<file path="src/rtl/arith_pkg.sv">
// rtl/arith_pkg.sv - shared arithmetic datapath types and default widths
// Used by div (and mul): state encoding for the sequential arithmetic units
// and the default operand widths.
package arith_pkg;

    typedef enum logic {
        S_IDLE = 1'b0,
        S_RUN  = 1'b1
    } div_state_e;

    localparam int DIV_DW = 16;
    localparam int DIV_VW = 8;

endpackage

</file>
<file path="src/rtl/div_step.sv">
// rtl/div_step.sv - one restoring-division trial subtract (combinational)
// Ports:
//   p      in  VW+1 : current partial remainder
//   a_bit  in  1    : next dividend bit shifted in
//   bin    in  VW   : divisor
//   p_next out VW+1 : partial remainder after this step
//   qbit   out 1    : quotient bit produced by this step
module div_step #(
    parameter int VW = 8
) (
    input  logic [VW:0]   p,
    input  logic          a_bit,
    input  logic [VW-1:0] bin,
    output logic [VW:0]   p_next,
    output logic          qbit
);

    localparam int PW = VW + 1;

    // The remainder's MSB is always 0 after a real step (P < BIN), so the
    // wider shift is equivalent to {P[VW-1:0], a_bit}; with BIN=0 the cast
    // drops the same bit the narrow form would.
    logic [VW+1:0] t;

    always_comb begin
        t      = {p, a_bit};
        qbit   = (t >= {2'b00, bin});
        p_next = qbit ? PW'(t - {2'b00, bin}) : PW'(t);
    end

endmodule

</file>
<file path="src/rtl/div.sv">
// rtl/div.sv - sequential restoring divider, one quotient bit per clock
// Optional feature macro: DIV_ZERO_CHECK_EN (early finish with dz on B=0).
// Ports:
//   ck     in  1  : clock
//   rst_n  in  1  : asynchronous active-low reset
//   start  in  1  : load A/B and begin (restarts an active division)
//   A      in  DW : dividend
//   B      in  VW : divisor
//   Q      out DW : quotient, held until next completion
//   R      out VW : remainder, held until next completion
//   fin    out 1  : one-cycle completion pulse
//   busy   out 1  : division in progress
//   dz     out 1  : divide-by-zero flag, valid with fin
module div
    import arith_pkg::*;
#(
    parameter int DW = DIV_DW,
    parameter int VW = DIV_VW
) (
    input  logic          ck,
    input  logic          rst_n,
    input  logic          start,
    input  logic [DW-1:0] A,
    input  logic [VW-1:0] B,
    output logic [DW-1:0] Q,
    output logic [VW-1:0] R,
    output logic          fin,
    output logic          busy,
    output logic          dz
);

    localparam int SW = $clog2(DW);

    div_state_e    state_q, state_d;
    logic [DW-1:0] ain_q, ain_d;
    logic [VW-1:0] bin_q, bin_d;
    logic [VW:0]   p_q, p_d;
    logic [SW-1:0] st_q, st_d;
    logic [DW-1:0] q_q, q_d;
    logic [VW-1:0] r_q, r_d;
    logic          fin_q, fin_d;
    logic          busy_q, busy_d;

    logic [VW:0]   p_step;
    logic          q_bit;
    logic          zero_skip;

    div_step #(.VW(VW)) u_step (
        .p      (p_q),
        .a_bit  (ain_q[DW-1]),
        .bin    (bin_q),
        .p_next (p_step),
        .qbit   (q_bit)
    );

`ifdef DIV_ZERO_CHECK_EN
    logic dz_q, dz_d;
    assign zero_skip = (bin_q == '0);
    assign dz        = dz_q;
`else
    assign zero_skip = 1'b0;
    assign dz        = 1'b0;
`endif

    always_comb begin
        state_d = state_q;
        ain_d   = ain_q;
        bin_d   = bin_q;
        p_d     = p_q;
        st_d    = st_q;
        q_d     = q_q;
        r_d     = r_q;
        fin_d   = 1'b0;
        busy_d  = busy_q;
`ifdef DIV_ZERO_CHECK_EN
        dz_d    = 1'b0;
`endif
        if (start) begin
            ain_d   = A;
            bin_d   = B;
            p_d     = '0;
            st_d    = '0;
            state_d = S_RUN;
            busy_d  = 1'b1;
        end else if (state_q == S_RUN) begin
            if (zero_skip) begin
                // ain_q still holds the untouched dividend on the first RUN cycle
                q_d     = '1;
                r_d     = ain_q[VW-1:0];
                fin_d   = 1'b1;
                busy_d  = 1'b0;
                state_d = S_IDLE;
`ifdef DIV_ZERO_CHECK_EN
                dz_d    = 1'b1;
`endif
            end else begin
                p_d   = p_step;
                ain_d = {ain_q[DW-2:0], q_bit};
                st_d  = st_q + SW'(1);
                if (st_q == SW'(DW - 1)) begin
                    q_d     = {ain_q[DW-2:0], q_bit};
                    r_d     = p_step[VW-1:0];
                    fin_d   = 1'b1;
                    busy_d  = 1'b0;
                    state_d = S_IDLE;
                end
            end
        end
    end

    always_ff @(posedge ck or negedge rst_n) begin
        if (!rst_n) begin
            state_q <= S_IDLE;
            ain_q   <= '0;
            bin_q   <= '0;
            p_q     <= '0;
            st_q    <= '0;
            q_q     <= '0;
            r_q     <= '0;
            fin_q   <= 1'b0;
            busy_q  <= 1'b0;
`ifdef DIV_ZERO_CHECK_EN
            dz_q    <= 1'b0;
`endif
        end else begin
            state_q <= state_d;
            ain_q   <= ain_d;
            bin_q   <= bin_d;
            p_q     <= p_d;
            st_q    <= st_d;
            q_q     <= q_d;
            r_q     <= r_d;
            fin_q   <= fin_d;
            busy_q  <= busy_d;
`ifdef DIV_ZERO_CHECK_EN
            dz_q    <= dz_d;
`endif
        end
    end

    assign Q    = q_q;
    assign R    = r_q;
    assign fin  = fin_q;
    assign busy = busy_q;

endmodule

</file>
<file path="config.mk">
export PLATFORM = sky130hd
export DESIGN_NAME = div
export DESIGN_NICKNAME = d
export VERILOG_FILES = /design/src/rtl/arith_pkg.sv /design/src/rtl/div_step.sv /design/src/rtl/div.sv
export SDC_FILE = /design/constraint.sdc
export NUM_CORES = 1
export LEC_CHECK = 0
export BUFFER_PORTS_ARGS = -buffer_cell sky130_fd_sc_hd__buf_2
export CAP_MARGIN = 10
export CORE_MARGIN = 4
export CORE_UTILIZATION = 50
export CTS_CLUSTER_DIAMETER = 80
export DETAILED_ROUTE_END_ITERATION = 7
export GPL_TIMING_DRIVEN = 0
export PLACE_DENSITY_LB_ADDON = 0.05
export SETUP_SLACK_MARGIN = 0.4
export SYNTH_ARGS = -nofsm -noshare
export SYNTH_HDL_FRONTEND = slang
export SYNTH_HIERARCHICAL = 1
export SYNTH_SLANG_ARGS = --single-unit
</file>
<file path="constraint.sdc">
create_clock -name ck -period 2.6 [get_ports ck]
set_input_delay 0 -clock ck [delete_from_list [all_inputs] [get_ports ck]]
set_output_delay 0 -clock ck [all_outputs]
set_load 0.05 [all_outputs]
</file>
==> results of run 1 <==
## critical path, cell delays in order (launching register included)
cell     delay [ns]
dfrtp_1        0.39
inv_2          0.09
ha_4           0.13
inv_2          0.03
fa_2           0.36
nand3_4        0.11
a21oi_4        0.07
nor4b_4        0.23
buf_4          0.17
mux2_4         0.31
mux2_4         0.26
## sequential cells by signal (all words and copies together) (netlist names)
signal / count
R: 8
st_q: 4
state_q: 1
Q: 16
ain_q: 16
busy: 1
fin: 1
p_q: 9
bin_q: 8
## worst min-delay path by stage
stage / startpoint / endpoint
floorplan: rst_n / Q[0]
global placement: A[12] / ain_q[12]
detailed placement: rst_n / p_q[5]
CTS: start / fin
global route: start / fin
finish: start / fin
## cell usage after synthesis (3+ instances only)
cell type	n	share of area, %
inv_1	11	1.3
mux2i_1	28	8.9
mux2_2	23	8.2
a21oi_1	7	1.1
ha_1	9	3.6
nand4_1	3	0.60
buf_2	5	0.79
xor2_1	4	1.1
mux2_4	10	4.8
dfrtp_1	64	51
nand2_1	26	3.1
nor2_1	19	2.3
o21ai_0	21	3.3
buf_6	4	1.4
## cells by family (layout without fill, tap and decap cells)
family	count (synthesis)	count (layout)	share of synthesized area (%)
buf+inv	25	139	4.25
fa+ha+maj	10	10	4.21
compound gates	39	39	7.27
simple gates	61	61	9.77
flops	64	64	50.8
mux	61	61	21.9
other cells	1	1	0.119
xor+xnor	6	6	1.67
## layout make-up
class                   count  area (um2)
clock inverters             6        68.8
flip-flops and latches     64        1600
well taps                  75        93.8
fillers                   441        1650
multi-input cells         178        1630
inverters                  11        41.3
repair buffers             98         699
plain buffers              14        96.3
clock buffers              10         138
## per-stage QoR
step | cells | hold slack, ns
after global routing | 456 | 0.0626
after floorplan | 267 | -0.296
final | 456 | 0.0566
after CTS | 452 | 0.0577
after detailed placement | 394 | 0.141
after global placement | 394 | 0.211
## layer usage
| layer | vias up | routed length (um) | track usage (%) |
|---|---|---|---|
| li1 | 1144 | - | - |
| met1 | 1110 | 3350 | 26.0 |
| met2 | 54 | 3190 | 30.8 |
| met3 | 12 | 327 | 4.16 |
| met4 | 0 | 126 | 8.79 |
| met5 | - | 0 | 0 |
## power breakdown
part / leakage, nW / switching [mW] / internal, mW
registers: 0.828 / 0.106 / 1.09
logic: 1.33 / 0.675 / 0.737
clock network: 0.0907 / 0.414 / 0.470
## timing repair
item                                    4_1_cts  5_1_grt
hold buffers                                 25        0
endpoints found under the setup margin       16       17
pin swaps                                     4       12
gates resized for setup                      23       26
endpoints found under the hold margin        88        0
buffers inserted                             17        3
cloned                                        0        1
==> impl.org, run 1 <==
** Status
- Result of the run :: completed

** Timing
- At the pin with the least slew margin, the transition time is 0.791 ns.
- Slew HR :: 47.3%
- Setup repair after global routing could not meet its margin everywhere.
- Setup violations remaining at the end of the flow were counted as 0.
- Setup slack on the critical path of the routed design comes to 0.341 ns.
- Clock skew on the completed layout was measured at 0.00729 ns.
- Final number of hold-violating endpoints :: 0
- The worst path uses 86.9% of the clock period.
- Achievable clock frequency :: 0.443 GHz
- The max-slew violation count came to 0.
- The clock period could shrink to around 2.3 ns.
- Fin Setup TNS :: 0 ns

** Hold path
- Hold-critical path depth :: 3
- The min-delay analysis places its worst path in the category in -> reg.

** Clocking
- Worst-Skew Late Latency :: 0.35 ns
- Clock tree from TritonCTS :: done
- CTS clk-pin slew, worst paths :: about 0.070 ns
- Clk buf depth :: 2
- Clock sink count :: 64
- Number of clock buffers inserted by TritonCTS :: 9
- H-tree depth :: 3
- Root cell of the clock tree :: clkbuf_8

** Floorplanning
- For this configuration, the core starts out at a cell density of a little over half.
- Core region area :: 0.00603 mm2
- Top Ports :: 54
- Die extent in x :: 87.4 um
- Number of cell rows :: 28
- Measured along the y axis, the die boundary spans about 87 um.
- Die outline area :: 0.00764 mm2

** Synthesis
- Register bit count reported by yosys :: 64
- The synthesized netlist occupies a cell area of 0.00315 mm2.
- Post-Synthesis Mean Instance Area :: between 10 and 15 um2
- Sequential cells were found to cover 50.8% of the synthesized design area.
- Counting every net in the synthesized netlist gives 304.
- Synthesis handed over a netlist of 267 instances.
- Yosys mapped a number of flops with a built-in enable equal to 0.
- Top flip-flop cell by instance count after synthesis :: dfrtp_1
- Count of yosys warnings during synthesis :: 6
- The netlist uses 40 different library cells.
- Proportion of register bits with asynchronous set or reset after synthesis :: 100%

** Critical path
- The critical path ends at R[1].
- Reg-to-reg startpoint :: ain_q[15]
- Setup slack on the worst reg-to-reg path comes out at 0.34 ns.
- Kind of capture point of the worst setup path :: flip-flop
- Worst R2R End :: R[1]
- Worst setup path startpoint :: ain_q[15]
- The setup path with the least slack is of type reg -> reg.
- Critical path data arrival time :: roughly 2.5 ns
- At the worst endpoint, the required time is 2.83 ns.
- Depth of the worst register-to-register path :: 10
- Crit Path Max Fanout :: 3
- The worst setup path is launched from a flip-flop.

** Global route
- Pin count of the biggest net entering global routing :: 65
- Overall track demand over capacity in global routing :: 19.6%
- For this run the aggregate overflow at the end of global routing stands at 0.
- Initial antenna violation count :: 0
- The first global-routing pass estimated 11400 um of wire.
- Number of global-route vias before repair :: 2370

** Route
- Total Wirelength :: 7000 um
- Number of detailed-routing iterations run before antenna repair :: 4
- Using the TritonRoute via totals, the vias-per-cell ratio works out to 5.09.
- The final route contains 2320 vias.
- DRC :: 0
- Average wire per standard cell :: 15.3 um
- After the first detailed-routing iteration, the DRC count stood at 88.
- Post-DRT Antenna Nets :: 0

** Placement
- In this run the cell area measured after placement is between 0.003 and 0.004 mm2.
- # port buffers :: 52
- Once detailed placement completed, the half-perimeter wirelength came to 4260 um.
- Routability-driven placement finished with a final weighted congestion of around 0.82.
- At the placement stage, the worst setup path has a slack of 0.224 ns.

** Cells and area
- Area growth from synthesis to layout :: 38.8%
- The finished cells cover ~0.0044 mm2.
- Utilization of the core after routing :: 72.6%
- After the last flow step, the layout net total stands at 413.
- The library cell used most frequently in the layout, excluding fill and tap cells, is dfrtp_1.
- In the layout the commonest cells are 63 x dfrtp_1, 56 x buf_2, 27 x mux2i_1, 25 x nand2_1, 25 x dlygate4sd3_1.
- Antenna cells :: 0
- The post-route netlist has ~42% of its cells at a drive strength greater than 1.

** Power and ir drop
- Overall power consumption after layout is estimated at 3.50 mW.
- Pwr Density :: approximately 800 mW/mm2
- Worst IR Drop VDD :: approximately 0.57 mV
- Leakage Power :: around 2.3 nW

** Job
- Max Cap Violations :: 0
(Power assumes the default switching activity.)
==> run 2: changes to the inputs <==
- PLACE_DENSITY: not set -> 0.78
- PLACE_DENSITY_LB_ADDON: 0.05 -> not set
==> run 2 against run 1 <==
Setup slack got worse by 0.047 ns. First-iteration DRC count increased by 30%. Combinational power increased by 3%. Power decreased by 2.8%. Critical path depth unchanged. Critical endpoint unchanged. Die area unchanged. Flip-flop and latch count unchanged. Count of clock-buffer cells in the layout increased by 1. Wire length increased by 1.8%. Core utilization decreased by 2.2 points. Largest power group unchanged. Cell area decreased by 3.0%.
==> impl.org, run 2 (synthesis gave the netlist of run 1 again) <==
** Status
- The run finished with clean final reports.

** Timing
- The final total negative setup slack is 0 ns (unchanged).
- The final count of negative-setup-slack endpoints is 0 (unchanged).
- The worst-case hold slack was 0.0873 ns (+0.0307 ns).
- Final number of hold-violating endpoints :: 0 (unchanged)
- Slew HR :: 58.7% (+11 points)
- The final setup skew came to 0.00594 ns (-0.00135 ns).
- The minimum clock period is 2.31 ns (+0.0466 ns).
- Setup repair after global routing could not meet its margin everywhere.
- The maximum achievable frequency was 0.434 GHz (-2.0%).
- The measured slew at the worst slew-check pin came to 0.619 ns (-0.171 ns).
- The max-slew violation count is 0 (unchanged).
- The period utilization came to 88.7% (+1.8 points).

** Clocking
- Root cell of the clock tree :: clkbuf_8
- The CTS clock-pin slew for the worst setup and hold paths came to 0.07 ns (about the same).
- The CTS buffer count was 9 (unchanged).
- Clk buf depth :: 2 (unchanged)
- Clock sink count :: 64 (unchanged)
- Clock tree from TritonCTS :: done
- Worst-Skew Late Latency :: 0.33 ns (-0.02 ns)
- The maximum level of the CTS H-tree came to 3 (unchanged).

** Cells and area
- Net count, final :: 401 (-2.9%)
- Area growth from synthesis to layout :: 34.6%
- The top cell types in the final layout, fill and taps aside, are 64 x dfrtp_1, 57 x buf_2, 27 x mux2i_1, 25 x dlygate4sd3_1, 23 x nand2_1.
- The number of antenna diodes came to 0 (unchanged).
- Fraction of final layout cells with drive strength greater than 1 :: 39.8% (-2.5 points)
- The flip-flop and latch area is 0.00160 mm2 (about the same).
- The area of the multi-input gates is 0.00162 mm2 (-0.69%).
- Most frequent standard cell in the layout excluding fill and tap cells :: dfrtp_1
- Number of inserted filler cells in the final layout :: 432 (-2.0%)

** Power and ir drop
- The standby leakage power came to 2.20 nW (-2.4%).
- Worst IR Drop VDD :: 0.420 mV (-26%)
- Pwr Density :: 801 mW/mm2 (+0.23%)

** Job
- Max Cap Violations :: 0 (unchanged)

** Floorplanning
- Die outline area :: 0.00764 mm2 (unchanged)
- Core region area :: 0.00603 mm2 (unchanged)
- Number of cell rows :: 28 (unchanged)
- Top Ports :: 54 (unchanged)
- Initial Utilization :: 52.3% (unchanged)
- Die extent in x :: 87.4 um (unchanged)
- The floorplan die height is 87.4 um (unchanged).

** Global route
- The number of antenna violations at the first check in global routing was 0 (unchanged).
- Wire length of the first global-routing pass :: 11200 um (-1.6%)
- The leftover overflow at the end of global routing was 0 (unchanged).
- The via count of the first global-routing pass was 2379 (+0.38%).
- Overall track demand over capacity in global routing :: 19.1% (-0.45 points)
- The pin count of the biggest net entering global routing came to 42 (-35%).

** Critical path
- The critical path goes through inv_2, ha_4, inv_2, fa_2, nand3_4, a21oi_4, nor4b_4, buf_6, mux2_4, mux2_4.
- Classification of the worst setup path :: reg -> reg
- Longest individual stage delay on the worst path :: 0.38 ns (about the same)
- For this design, the slowest cell found on the critical path is dfrtp_1.
- The worst setup path is captured at a flip-flop.
- STA classifies the critical path startpoint as a flip-flop.
- The data arrival time of the critical path was 2.52 ns (+0.03 ns).
- The required time at the worst-slack endpoint is 2.82 ns (about the same).
- The maximum fanout along the worst path is 4 (+1).

** Placement
- Final weighted congestion in routability-driven placement :: 0.786 (-4.8%)
- Final HPWL DP :: 4550 um (+6.9%)
- # port buffers :: 52 (unchanged)

** Route
- The number of DRC violations after detailed routing was 0 (unchanged).
- The number of nets still failing antenna checks after routing came to 0 (unchanged).
- Total Wirelength :: 7130 um (+1.8%)
- The starting DRC count in detailed routing was 114 (+30%).
- The routed wirelength normalized by instance count was 16.1 um (+5.1%).
- Number of detailed-routing iterations run before antenna repair :: 6 (+2)
- Via count of the routed design :: 2334 (+0.60%)
- Via-per-instance ratio :: 5.28 (+3.8%)

** Hold path
- Min-delay worst type :: in -> reg
## run 2: cell count changes in the layout (fill, tap and decap cells not counted), moves of 2 or more
cell	previous run	this run
nand2_1	25	23
nand2_2	0	2
buf_4	19	6
clkinvlp_4	4	0
clkinv_2	0	2
## run 2: final cells by class
| type | count | area share (%) |
|---|---|---|
| inverters | 11 | 0.974 |
| clock inverters | 3 | 0.443 |
| flip-flops and latches | 64 | 37.8 |
| multi-input cells | 178 | 38.2 |
| repair buffers | 86 | 14.5 |
| plain buffers | 14 | 2.27 |
| well taps | 75 | 2.21 |
| clock buffers | 11 | 3.57 |
## run 2: worst paths after layout
kind / start / end / slack (ns) / cells after the start
min: start / fin / 0.09 / 3
min reg2reg: busy / busy / 0.50 / 2
max: ain_q[15] / R[1] / 0.29 / 10
max reg2reg: ain_q[15] / R[1] / 0.29 / 10
min in group asynchronous: rst_n / bin_q[3] / 0.20 / 2
max in group asynchronous: rst_n / st_q[2] / 1.79 / 3
## run 2: critical path, delay by kind of cell, from the launching register on
family,cells,cell delay [ns]
muxes,2,0.58
and+or+nand+nor,2,0.36
buffers and inverters,3,0.30
DFF,1,0.38
adders and majority gates,2,0.49
AOI/OAI and AO/OA,1,0.07
## run 2: repair_timing
item	CTS	global route
hold buffers	25	0
cloned	0	1
hold endpoints to repair	47	0
setup buffers	6	1
pin swaps	4	11
resized for setup	20	25
setup endpoints to repair	16	16
## run 2: stage by stage
stage          utilization, %  instance area, um2  setup WS (ns)  std cells  power (mW)
6_report                 70.4                4240          0.295        442        3.40
5_1_grt                  70.4                4240          0.220        442        3.58
4_1_cts                  67.7                4080          0.281        440        3.04
3_3_place_gp             58.3                3520          0.249        394        2.03
2_1_floorplan               -                3160          0.420        267        1.86
3_5_place_dp             58.7                3540          0.224        395        2.07
## run 2: report_power, final
group | leakage [nW] | internal, mW | switching, mW
sequential | 0.829 | 1.09 | 0.103
clock | 0.0910 | 0.386 | 0.366
combinational | 1.28 | 0.737 | 0.712
total | 2.20 | 2.22 | 1.18
## run 2: metal layers
metal	vias to the layer above	track usage, %	wire (um)
li1	1113	-	-
met2	59	30.3	3550
met1	1155	25.9	3210
met4	0	7.11	77
met5	-	0	0
met3	7	3.97	285
==> run 3: changes to the inputs <==
- GPL_TIMING_DRIVEN: 0 -> not set
==> run 3 against run 2 <==
Non-clock buffer count down 8. Combinational power fell by 17%. Flip-flop and latch count unchanged. Clock power is 44% higher. Maximum frequency grew 1.3%. Worst hold slack improved by 0.032 ns. Core utilization fell by 0.69 points. Critical path type unchanged. Setup slack improved by 0.029 ns. Register-to-register slack better by 0.03 ns. Via count fell by 2.9%.
==> impl.org, run 3 (synthesis gave the netlist of run 1 again) <==
** Critical path
- The count of cells along the worst register-to-register path was 10 (unchanged).
- The required time at the worst-slack endpoint came to 2.83 ns (about the same).
- The register-to-register path setup slack came to 0.32 ns (+0.03 ns).
- Tracing the worst setup path back leads to its startpoint at ain_q[15].
- The maximum fanout along the worst path is 3 (-1).
- STA classifies the critical path startpoint as a flip-flop.
- The data arrival time of the critical path was 2.51 ns (about the same).
- The critical path in this run is classified as reg -> reg.
- Worst R2R End :: R[1]
- Reg-to-reg startpoint :: ain_q[15]
- The worst setup path is captured at a flip-flop.
- In this run the worst setup path terminates at R[1].

** Timing
- The final total negative setup slack was 0 ns (unchanged).
- Transition time at the pin with the least slew margin :: 0.541 ns (-0.0784 ns)
- The minimum clock period is 2.28 ns (-0.0289 ns).
- The number of hold violations in the final report came to 0 (unchanged).
- The final setup skew is 0.00938 ns (+0.00344 ns).
- The worst slew margin relative to its limit was 63.9% (+5.3 points).
- The final count of negative-setup-slack endpoints was 0 (unchanged).
- Achievable clock frequency :: 0.439 GHz (+1.3%)
- Share of the clock period used by the worst path :: 87.6% (-1.1 points)
- Final max-slew violation count :: 0 (unchanged)
- Setup repair after global routing could not meet its margin everywhere.

** Global route
- The via count of the first global-routing pass came to 2313 (-2.8%).
- Initial antenna violation count :: 0 (unchanged)
- The first-pass GRT wire length is 11000 um (-1.7%).
- Pin count of the biggest net entering global routing :: 56 (+33%)
- The leftover overflow at the end of global routing is 0 (unchanged).
- Overall track demand over capacity in global routing :: 19.0% (-0.19 points)

** Floorplanning
- The die width was 87.4 um (unchanged).
- Die outline area :: 0.00764 mm2 (unchanged)
- The area of the core came to 0.00603 mm2 (unchanged).
- The row count is 28 (unchanged).
- Top Ports :: 54 (unchanged)
- Chip Height :: 87.4 um (unchanged)
- Initial Utilization :: 52.3% (unchanged)

** Cells and area
- Antenna cells :: 0 (unchanged)
- Fraction of final layout cells with drive strength greater than 1 :: 39.6% (-0.17 points)
- The post-layout instance area came to 0.00420 mm2 (-0.97%).
- Relative to the synthesized area, the layout overhead comes to 33.3%.
- Net count, final :: 393 (-2.0%)
- The top cell types in the final layout, fill and taps aside, are 64 x dfrtp_1, 52 x buf_2, 27 x mux2i_1, 25 x dlygate4sd3_1, 24 x nand2_1.
- The library cell used most frequently in the layout, excluding fill and tap cells, is dfrtp_1.

** Status
- Result of the run :: completed

** Route
- DRC :: 0 (unchanged)
- The vias per cell is 5.20 (-1.6%).
- The detailed-router iteration count before antenna repair was 4 (-2).
- The routed wirelength normalized by instance count was 15.3 um (-5.4%).
- Initial DRC Count :: 91 (-20%)
- Post-DRT Antenna Nets :: 0 (unchanged)
- The aggregate routed wire length came to 6650 um (-6.7%).
- The count of vias placed by the detailed router was 2266 (-2.9%).

** Power and ir drop
- Leakage Power :: 2.19 nW (-0.60%)
- The areal power density over the cells is 828 mW/mm2 (+3.3%).
- The post-route total power was 3.48 mW (+2.3%).
- The maximum vdd ir drop was 0.515 mV (+23%).

** Job
- Max Cap Violations :: 0 (unchanged)

** Clocking
- Clock tree from TritonCTS :: done
- Number of clock buffers inserted by TritonCTS :: 9 (unchanged)
- H-tree depth :: 3 (unchanged)
- The number of sinks handled by clock tree synthesis was 64 (unchanged).
- The tree is rooted in a clkbuf_8.
- Clk buf depth :: 2 (unchanged)
- CTS clk-pin slew, worst paths :: 0.08 ns (about the same)
- The insertion delay to the later sink of the worst-skew pair is 0.35 ns (+0.02 ns).

** Placement
- The HPWL after detailed placement came to 4230 um (-7.1%).
- # port buffers :: 52 (unchanged)
- The instance area at placement was 0.00349 mm2 (-1.3%).
- The routability-driven placement congestion ratio came to 0.823 (+4.7%).

** Hold path
- The worst hold path belongs to the class in -> async.
run 3: cell count changes in the layout (fill, tap and decap cells not counted), sizes merged:
cell,delta
clkinv,-2
inv,+1
buf,-5
clkbuf,-4
bufinv,+3
clkinvlp,+1
run 3: worst min path at each step:
stage / from / end / cells after the start
global placement: rst_n / R[1] / 1
floorplan: rst_n / Q[0] / 0
detailed placement: rst_n / R[1] / 1
CTS: start / fin / 3
global route: start / fin / 3
finish: rst_n / R[0] / 2
run 3: metal layers:
metal | wire length (um) | track usage, % | part of all wire (%)
met5 | 0 | 0 | 0
met4 | 115 | 10.5 | 1.7
met3 | 226 | 3.41 | 3.4
met2 | 3460 | 30.9 | 52
met1 | 2840 | 23.7 | 43
run 3: final cells by class:
class	instances	area [um2]
multi-input combinational	178	1580
tap	75	93.8
inverter	11	41.3
clock buffer	10	138
fill	452	1830
timing repair buffer	92	627
clock inverter	6	115
sequential	64	1600
run 3: per-stage QoR:
step	utilization, %	worst slack (ns)	instances	hold WS [ns]
finish	69.7	0.323	436	0.120
global route	69.7	0.257	436	0.110
CTS	67.5	0.259	433	0.108
detailed placement	57.9	0.224	389	-0.0352
global placement	57.9	0.333	389	-0.0334
floorplan	-	0.420	267	-0.296
run 3: worst max-delay path, stage by stage, from the launching register on:
cell and delay, ns:
dfrtp_1 0.40, inv_2 0.08, ha_4 0.13, inv_2 0.03
fa_2 0.36, nand3_4 0.11, a21oi_4 0.07, nor4b_4 0.24
buf_4 0.17, mux2_4 0.31, mux2_4 0.26
run 3: report_power, final:
group | internal, mW | total [mW] | switching [mW]
logic | 0.609 | 1.21 | 0.596
clock network | 0.668 | 1.08 | 0.410
registers | 1.09 | 1.19 | 0.0991
run 3: timing repair:
item / in CTS / in global routing
setup buffers: 3 / 3
setup endpoints to repair: 18 / 18
gates resized for setup: 15 / 21
hold endpoints to repair: 42 / 0
hold buffers: 25 / 0
pin swaps: 4 / 6
